[src/rtl/add_sub_exp_align.sv]
// add_sub_exp_align: FPU add/sub front end; orders operands by magnitude and aligns the smaller mantissa.
// Optional NaN/Inf flag pipeline built when ADD_SUB_ALIGN_SPECIAL_EN is defined.
module add_sub_exp_align #(
    parameter int SIZE_EXP  = 8,
    parameter int SIZE_MAN  = 23,
    parameter int SIZE_DATA = 1 + SIZE_EXP + SIZE_MAN
) (
    input  logic                  i_clk,
    input  logic                  i_rst_n,
    input  logic                  i_valid,
    output logic                  o_ready,
    input  logic [SIZE_DATA-1:0]  i_data_a,
    input  logic [SIZE_DATA-1:0]  i_data_b,
    input  logic                  i_sub,
    output logic                  o_valid,
    input  logic                  i_ready,
    output logic [SIZE_EXP-1:0]   o_exp_common,
    output logic [SIZE_EXP-1:0]   o_exp_diff,
    output logic [SIZE_MAN+3:0]   o_man_large,
    output logic [SIZE_MAN+3:0]   o_man_small,
    output logic                  o_sign_large,
    output logic                  o_eff_sub,
    output logic                  o_swap,
    output logic [1:0]            o_special
);
    localparam int MW = SIZE_MAN + 4;

    logic s1_v, s2_v, s1_en, s2_en;
    assign s2_en   = i_ready | ~s2_v;
    assign s1_en   = s2_en | ~s1_v;
    assign o_ready = s1_en & i_rst_n;
    assign o_valid = s2_v;

    logic [SIZE_EXP-1:0] exp_a, exp_b, eexp_a, eexp_b;
    logic [SIZE_MAN-1:0] frac_a, frac_b;
    logic [SIZE_MAN:0]   man_a, man_b;
    logic                sign_b, swap, eff_sub;
    assign exp_a   = i_data_a[SIZE_DATA-2 -: SIZE_EXP];
    assign exp_b   = i_data_b[SIZE_DATA-2 -: SIZE_EXP];
    assign frac_a  = i_data_a[SIZE_MAN-1:0];
    assign frac_b  = i_data_b[SIZE_MAN-1:0];
    assign eexp_a  = (exp_a == '0) ? SIZE_EXP'(1) : exp_a;
    assign eexp_b  = (exp_b == '0) ? SIZE_EXP'(1) : exp_b;
    assign man_a   = {|exp_a, frac_a};
    assign man_b   = {|exp_b, frac_b};
    assign sign_b  = i_data_b[SIZE_DATA-1] ^ i_sub;
    // raw {exp, fraction} compare orders denormals correctly too
    assign swap    = i_data_b[SIZE_DATA-2:0] > i_data_a[SIZE_DATA-2:0];
    assign eff_sub = i_data_a[SIZE_DATA-1] ^ sign_b;

    logic [SIZE_EXP-1:0] s1_exp, s1_diff;
    logic [SIZE_MAN:0]   s1_man_large, s1_man_small;
    logic                s1_sign, s1_eff_sub, s1_swap;

    logic [SIZE_EXP-1:0] shamt;
    logic [MW-1:0]       full, shifted, man_small_sh;
    logic                lost;
    assign shamt        = (s1_diff > SIZE_EXP'(MW)) ? SIZE_EXP'(MW) : s1_diff;
    assign full         = {s1_man_small, 3'b000};
    assign shifted      = full >> shamt;
    assign lost         = |(full & ~({MW{1'b1}} << shamt));
    assign man_small_sh = {shifted[MW-1:1], shifted[0] | lost};

    always_ff @(posedge i_clk) begin
        if (!i_rst_n) begin
            s1_v         <= 1'b0;
            s1_exp       <= '0;
            s1_diff      <= '0;
            s1_man_large <= '0;
            s1_man_small <= '0;
            s1_sign      <= 1'b0;
            s1_eff_sub   <= 1'b0;
            s1_swap      <= 1'b0;
            s2_v         <= 1'b0;
            o_exp_common <= '0;
            o_exp_diff   <= '0;
            o_man_large  <= '0;
            o_man_small  <= '0;
            o_sign_large <= 1'b0;
            o_eff_sub    <= 1'b0;
            o_swap       <= 1'b0;
        end else begin
            if (s1_en) begin
                s1_v         <= i_valid;
                s1_exp       <= swap ? eexp_b : eexp_a;
                s1_diff      <= swap ? eexp_b - eexp_a : eexp_a - eexp_b;
                s1_man_large <= swap ? man_b : man_a;
                s1_man_small <= swap ? man_a : man_b;
                s1_sign      <= swap ? sign_b : i_data_a[SIZE_DATA-1];
                s1_eff_sub   <= eff_sub;
                s1_swap      <= swap;
            end
            if (s2_en) begin
                s2_v         <= s1_v;
                o_exp_common <= s1_exp;
                o_exp_diff   <= s1_diff;
                o_man_large  <= {s1_man_large, 3'b000};
                o_man_small  <= man_small_sh;
                o_sign_large <= s1_sign;
                o_eff_sub    <= s1_eff_sub;
                o_swap       <= s1_swap;
            end
        end
    end

`ifdef ADD_SUB_ALIGN_SPECIAL_EN
    logic inf_a, inf_b, nan, inf;
    logic [1:0] s1_special;
    assign inf_a = (&exp_a) & ~(|frac_a);
    assign inf_b = (&exp_b) & ~(|frac_b);
    assign nan   = ((&exp_a) & (|frac_a)) | ((&exp_b) & (|frac_b)) | (inf_a & inf_b & eff_sub);
    assign inf   = (inf_a | inf_b) & ~nan;

    always_ff @(posedge i_clk) begin
        if (!i_rst_n) begin
            s1_special <= 2'b00;
            o_special  <= 2'b00;
        end else begin
            if (s1_en) s1_special <= {nan, inf};
            if (s2_en) o_special <= s1_special;
        end
    end
`else
    assign o_special = 2'b00;
`endif
endmodule

[config.mk]
export PLATFORM = sky130hd
export DESIGN_NAME = add_sub_exp_align
export DESIGN_NICKNAME = d
export VERILOG_FILES = /design/src/rtl/add_sub_exp_align.sv
export SDC_FILE = /design/constraint.sdc
export NUM_CORES = 1
export LEC_CHECK = 0
export CAP_MARGIN = 0
export CELL_PAD_IN_SITES_DETAIL_PLACEMENT = 1
export CELL_PAD_IN_SITES_GLOBAL_PLACEMENT = 1
export CORE_UTILIZATION = 36
export DETAILED_ROUTE_END_ITERATION = 10
export PLACE_DENSITY = 0.86
export RECOVER_POWER = 50
export SLEW_MARGIN = 20
export SYNTH_ARGS = -nofsm -noshare
export SYNTH_HDL_FRONTEND = slang
export SYNTH_SLANG_ARGS = --single-unit
[constraint.sdc]
create_clock -name i_clk -period 2.85 [get_ports i_clk]
set_input_delay 0.57 -clock i_clk [delete_from_list [all_inputs] [get_ports i_clk]]
set_output_delay 0.57 -clock i_clk [all_outputs]
set_load 0.05 [all_outputs]
==> run summary <==
After detailed routing, the average wire length per cell comes to 24.6 um. The power spent charging and discharging nets came out at 2980 uW. The routed layout has 9675 vias. TritonCTS built the clock tree. Number of antenna violations at the first check in global routing: 1. The number of buffers on the longest clock path was 2. For this design the top-level I/O count stands at 146. The minimum period implied by the final worst setup slack was 2.99 ns.

In this run the mean area of a mapped cell was 8.35 um^2. The run gives 0 as the max-slew violation count. The ratio of final minimum period to clock period is 1.05, and the number of max-capacitance violations reported is 0. The die is 156 um wide. After clock tree synthesis, the flow added hold-fix buffers numbering 0. The logs give 45 for the count of endpoints failing setup in the final report and 1582 for the non-filler instance count after layout. Prior to clock tree synthesis, the placed netlist has a worst setup slack of -0.949 ns. The smallest setup slack after layout came out at -0.142 ns. The total clock buffers created by CTS came out at 17.

After synthesis the netlist holds a flip-flop and latch count of 139. The worst hold path terminates at o_man_small[14]. The critical path is of the in2reg type.

The sequential power share was 0.301. The area growth from synthesis to layout is 44.5%. In this run the cell area measured after placement is 11100 um^2. The setup slack of the worst register-to-register path is -0.04 ns, and the reported leakage power is 0.00550 uW.

The tools report the first-pass GRT wire length as 55600 um. In the final design database the tool counted 1366 nets. The logs give 4 for the H-tree depth and 139 for the number of sinks handled by clock tree synthesis. The run gives 0 as the number of endpoints with negative hold slack in the final report. Final hold slack: 0.434 ns. STA puts the critical path data required time at 3.11 ns. The cell area after layout is 12400 um^2, and the number of rows created at floorplan is 56.

The die is 156 um tall. The flow ran to the end, but the final reports show violations. The number of enable-type register cells in the synthesized netlist came out at 0. The combinational share of power came out at 0.383. The total DRC errors in the routed layout was 0; the first-pass iteration count of the detailed router was 7. The tools report the sequential share of the synthesized area as 0.324. Setup repair after global routing could not meet its margin everywhere. The tools report the antenna violation net count after detailed routing as 0. The critical-path maximum fanout is 11. For this run, the number of Yosys warnings is 0. The core region area was 23400 um^2. Synthesis produced a netlist whose cell count is 1028. The worst setup path is launched from an input pin.

For the worst-skew pair, the clock arrives at the later sink with an insertion delay of 0.45 ns. The fraction of power consumed by the clock network came out at 0.316. Leaving out fill and tap cells, the most frequent cell in the layout is dfxtp_1. After filler insertion, the fill cell instance count of the layout stands at 2666.

The overall track demand over capacity in global routing was 0.297; the maximum number of pins on one net before global-route repair was 110. The class of the worst hold path was reg2reg. The tools report the arrival time of data at the critical path endpoint as 3.25 ns. The run gives 9969 as the number of global-route vias before repair.

The full die area was 24500 um^2. Timing would allow up to 334 MHz. For the final weighted congestion of routability-driven global placement, the log shows 0.892.

The worst hold path was traced through 2 stages. The cell area that synthesis handed to floorplanning was 8580 um^2. The library cells used most frequently in the layout, excluding fill and tap cells, are dfxtp_1 (139), buf_4 (137), nand2_1 (134). The initial standard-cell utilization of the core came out at 0.367.

The depth of the worst register-to-register path is 8. The synthesized netlist contains 66 unique library cells. After global routing the overflow that remains totals 0. Once detailed placement completed, the half-perimeter wirelength came to 23100 um. The core occupancy in the finished layout was 0.530.

CTS placed an instance of clkbuf_16 at the clock tree root. For the setup clock skew after layout, the log shows 0.0154 ns. The worst hold path begins at o_man_small[14].

After the first detailed-routing iteration, the DRC count stood at 916. The tools report the number of diodes as 0. The actual slew at the worst max-slew pin is 1.14 ns, and the headroom to the max-slew limit is 0.237. The internal power of the cells totals 4760 uW. For the number of instances in the placed design, the log shows 1533.

The tools report the endpoint of the worst register-to-register path as o_man_small[0]. The clock slew at the register clock pins of the worst setup and hold paths works out to 0.07 ns. The checks that failed: negative setup slack. The switching share of power was 0.385; the average via count per standard cell was 6.12.

The total length of routed wires came out at 39000 um. In this run the critical register-to-register path is launched from s1_diff[7]. The fraction of final layout cells sized beyond drive strength 1 was 0.244.

Port buffering added 140 buffers. STA classifies the critical path endpoint as a flop. The most used flip-flop cell after synthesis is dfxtp_1. For this design the ratio of total power to cell area is 624 nW/um^2. The worst vdd rail ir drop came out at 0.442 mV. The fraction of registers with async set or reset after synthesis works out to 0.
## worst max-delay path, cell delays in order
cell and delay [ns]:
dlygate4sd2_1 0.27, inv_1 0.07, ha_1 0.30, nand4_1 0.13
buf_4 0.18, nor4_4 0.21, buf_4 0.19, nand3_4 0.09
a22o_4 0.27, a21oi_4 0.17, buf_6 0.19, clkbuf_16 0.20
mux2i_1 0.26, a21oi_1 0.13
## power by group through the flow
stage / clock network, uW / registers, uW / logic, uW
floorplan: 0 / 2620 / 1320
global placement: 0 / 2340 / 2520
detailed placement: 0 / 2350 / 2620
CTS: 2420 / 2310 / 2750
global route: 2530 / 2340 / 3120
finish: 2440 / 2330 / 2960
## cells in the mapped netlist, types with 4 or more instances
cell type	n	area (um^2)
dfxtp_1	139	2780
nand2_1	135	507
o21ai_0	94	470
a21oi_1	87	435
mux2i_1	85	851
clkbuf_1	71	267
inv_1	57	214
a21boi_0	49	368
ha_1	45	563
nand3_1	28	140
mux4_2	21	473
nor3_1	20	100
nor2_1	19	71.3
a21o_1	11	82.6
buf_2	11	55.1
or3_1	11	68.8
nand4_1	10	62.6
nor4_1	10	62.6
nor2b_1	9	56.3
and3_1	8	50.1
o22ai_1	8	50.1
a22o_1	7	61.3
and2_1	6	37.5
buf_4	5	37.5
or2_2	5	31.3
a221o_1	4	40.0
o21a_1	4	30.0
o21bai_1	4	30.0
## per-layer routing
layer,global-route usage,routed length [um],share of wire
met1,0.349,15000,0.38
met4,0.164,2300,0.059
met3,0.0576,2930,0.075
met2,0.508,18800,0.48
met5,0,0,0
## final cells by class
cell class                 count  area (um^2)  area share
multi-input combinational    746         5800       0.468
sequential                   139         2780       0.224
timing repair buffer         289         2580       0.208
clock buffer                  17          425      0.0343
tap                          319          399      0.0322
inverter                      57          214      0.0173
clock inverter                15          189      0.0152
## per-stage QoR
| step | TNS [ns] | power [uW] |
|---|---|---|
| 6_report | -2.12 | 7730 |
| 5_1_grt | -4.32 | 7980 |
| 4_1_cts | -0.159 | 7470 |
| 3_5_place_dp | -50.21 | 4970 |
| 3_3_place_gp | -45.51 | 4850 |
| 2_1_floorplan | 0 | 3940 |
## registers in the layout, indices dropped and copies added (netlist names)
register / cells
o_man_small: 27
o_man_large: 24
s1_man_large: 24
s1_man_small: 24
o_exp_common: 8
o_exp_diff: 8
s1_diff: 8
s1_exp: 8
o_eff_sub: 1
o_sign_large: 1
o_swap: 1
o_valid: 1
s1_eff_sub: 1
s1_sign: 1
s1_swap: 1
s1_v: 1
## timing repair
item,in CTS,in global routing
setup buffers,9,6
pin swaps,17,24
cloned,1,2
gates resized for setup,85,113
setup endpoints to repair,66,69
## cell families (layout without fill, tap and decap cells)
group,after synthesis,in the layout,share of synthesized area
AND/OR/NAND/NOR,279,279,0.155
other,1,5,0.000437
AO/OA/AOI/OAI,302,302,0.218
multiplexers,109,109,0.158
XOR/XNOR,3,3,0.00306
buffers and inverters,147,378,0.0699
adder cells (fa/ha/maj),48,48,0.0715
flip-flops,139,139,0.324
## worst max path at each step
stage	startpoint	endpoint	slack, ns	depth (start not counted)
floorplan	i_data_a[13]	s1_diff[7]	0.06	11
global placement	i_data_a[13]	s1_man_small[10]	-0.87	12
detailed placement	i_data_a[24]	s1_diff[6]	-0.95	13
CTS	i_data_a[19]	s1_diff[6]	-0.07	13
global route	i_data_a[7]	s1_man_small[16]	-0.20	14
finish	i_data_a[7]	s1_man_small[1]	-0.14	14
No activity file was read; power rests on OpenSTA's default activity.
==> edit (same settings) <==
Change the parameter `SIZE_EXP` from 8 to 16.
--- a/src/rtl/add_sub_exp_align.sv
+++ b/src/rtl/add_sub_exp_align.sv
@@ -3,3 +3,3 @@
 module add_sub_exp_align #(
-    parameter int SIZE_EXP  = 8,
+    parameter int SIZE_EXP  = 16,
     parameter int SIZE_MAN  = 23,
Ports: changed (resized i_data_a, i_data_b, o_exp_common and o_exp_diff); port bits go from 146 to 178. No check against the original RTL was run, so the function may have changed too.
==> edit against the unedited design <==
The run still ends with negative setup slack left; setup slack worse by 1.1 ns; sequential power grew 22%; global-route usage rose by 3.8 points; core utilization increased by 6.8 points; wire length grew 70%; design area grew 44%; power rose by 19%; sequential cell count is 32 higher; die area increased by 27%; synthesized cell count is 37% higher; synthesized area is 28% higher; critical path type unchanged; largest cell class unchanged.
==> edit: results (changes against the unedited design) <==
qor: run_status.status finished, violations left [unchanged]
qor: run_status.failed_checks negative setup slack [unchanged]
qor: route.wirelength 66,400 um [was 39,000 um]
qor: global_routing.vias_in_the_first_global_route 14,117 [was 9,969]
qor: synth.synth.area.mux_share 0.103 [was 0.158]
qor: min_path.endpoint_worst_hold o_swap$_SDFFE_PN0P_ [was o_man_small[14]$_SDFFE_PN0P_]
qor: critical_path.worst-endpoint-arrival 4.38 ns [was 3.25 ns]
qor: clock_tree.tritoncts_num_sinks 171 [was 139]
qor: floorplanning.tap_cells 390 [was 319]
qor: min_path.worstHoldStart o_swap$_SDFFE_PN0P_ [was o_man_small[14]$_SDFFE_PN0P_]
qor: cells_and_area.drive_gt1_frac 0.398 [was 0.244]
qor: cells_and_area.register_area 3430 um^2 [was 2780 um^2]
qor: critical_path.worstReg2RegStart o_valid$_SDFFE_PN0P_ [was s1_diff[7]$_SDFFE_PN0N_]
qor: cells_and_area.buffers 522 [was 289]
qor: placement.place_inst 2,124 [was 1,533]
qor: synth.synth.cells.most_frequent nand2_1 (205), dfxtp_1 (171), a21oi_1 (134), nor2_1 (133), clkbuf_1 (113) [was dfxtp_1 (139), nand2_1 (135), o21ai_0 (94), a21oi_1 (87), mux2i_1 (85)]
qor: critical_path.worst_r2r_path_depth 4 [was 8]
qor: critical_path.critical_path.max_fanout 6 [was 11]
qor: cells_and_area.number_of_inserted_filler_cells_in_the_final_layout 3,381 [was 2,666]
qor: timing.setup_violators_final 96 [was 45]
qor: route.drtIter0Drc 1,574 [was 916]
qor: route.wl_per_instance 29.8 um [was 24.6 um]
qor: critical_path.critical-path-max-stage-delay 0.75 ns [was 0.30 ns]
qor: timing.worst_setup_margin -1.20 ns [was -0.142 ns]
qor: cells_and_area.multi_input_gates 1,033 [was 746]
qor: clock_tree.insertion_delay 0.48 ns [was 0.45 ns]
qor: synth.number_of_instances_in_the_synthesized_netlist 1,413 [was 1,028]
qor: cells_and_area.nNonClkInverters 82 [was 57]
qor: cells_and_area.clock_tree_area_fraction 0.0336 [was 0.0496]
qor: cells_and_area.num_antenna_cells 1 [was 0]
qor: critical_path.worst_path_max_delay_cell nor4bb_4 [was ha_1]
qor: cells_and_area.final-nonclk-buf-share 0.258 [was 0.208]
qor: timing.fin_setup_tns -64.19 ns [was -2.12 ns]
qor: synth.synth.top_cells.by_area dfxtp_1 (31%), ha_1 (7.9%), mux2i_1 (7.2%) [was dfxtp_1 (32%), mux2i_1 (9.9%), ha_1 (6.6%)]
qor: critical_path.r2r_setup_slack -0.25 ns [was -0.04 ns]
qor: critical_path.crit_start i_data_a[8] [was i_data_a[7]]
qor: global_routing.met3_usage 0.0592 [was 0.0576]
qor: global_routing.grt_use_total 0.335 [was 0.297]
qor: synth.part_of_the_yosys_area_used_for_sequential_elements 0.313 [was 0.324]
qor: synth.synthAdderAreaFrac 0.0825 [was 0.0715]
qor: global_routing.grt_first_pass_wirelength 79,900 um [was 55,600 um]
==> edit: cell types whose count changed after synthesis, sizes merged, moves of 32 or more <==
cell	delta
a211oi	+59
a21boi	-43
a21oi	+47
clkbuf	+42
dfxtp	+32
nand2	+70
nor2	+114
o21ai	-46
==> edit: routing by layer <==
layer  up-vias  part of all wire
met3       459             0.091
met4         6             0.094
li1       5801                 -
met2      1037              0.47
met1      6884              0.34
met5         -           0.00048
==> edit: repair_timing <==
action,in CTS,in global routing
gates cloned,2,8
gates resized for setup,391,302
setup endpoints to repair,100,103
buffers inserted,42,32
pin swaps,89,88
==> edit: power by group through the flow <==
stage,Clock (mW),Sequential [mW],Combinational (mW)
6_report,2.56,2.84,3.76
5_1_grt,2.66,2.84,3.86
3_5_place_dp,0,2.84,2.66
2_1_floorplan,0,3.00,1.25
4_1_cts,2.50,2.79,2.95
3_3_place_gp,0,2.82,2.57
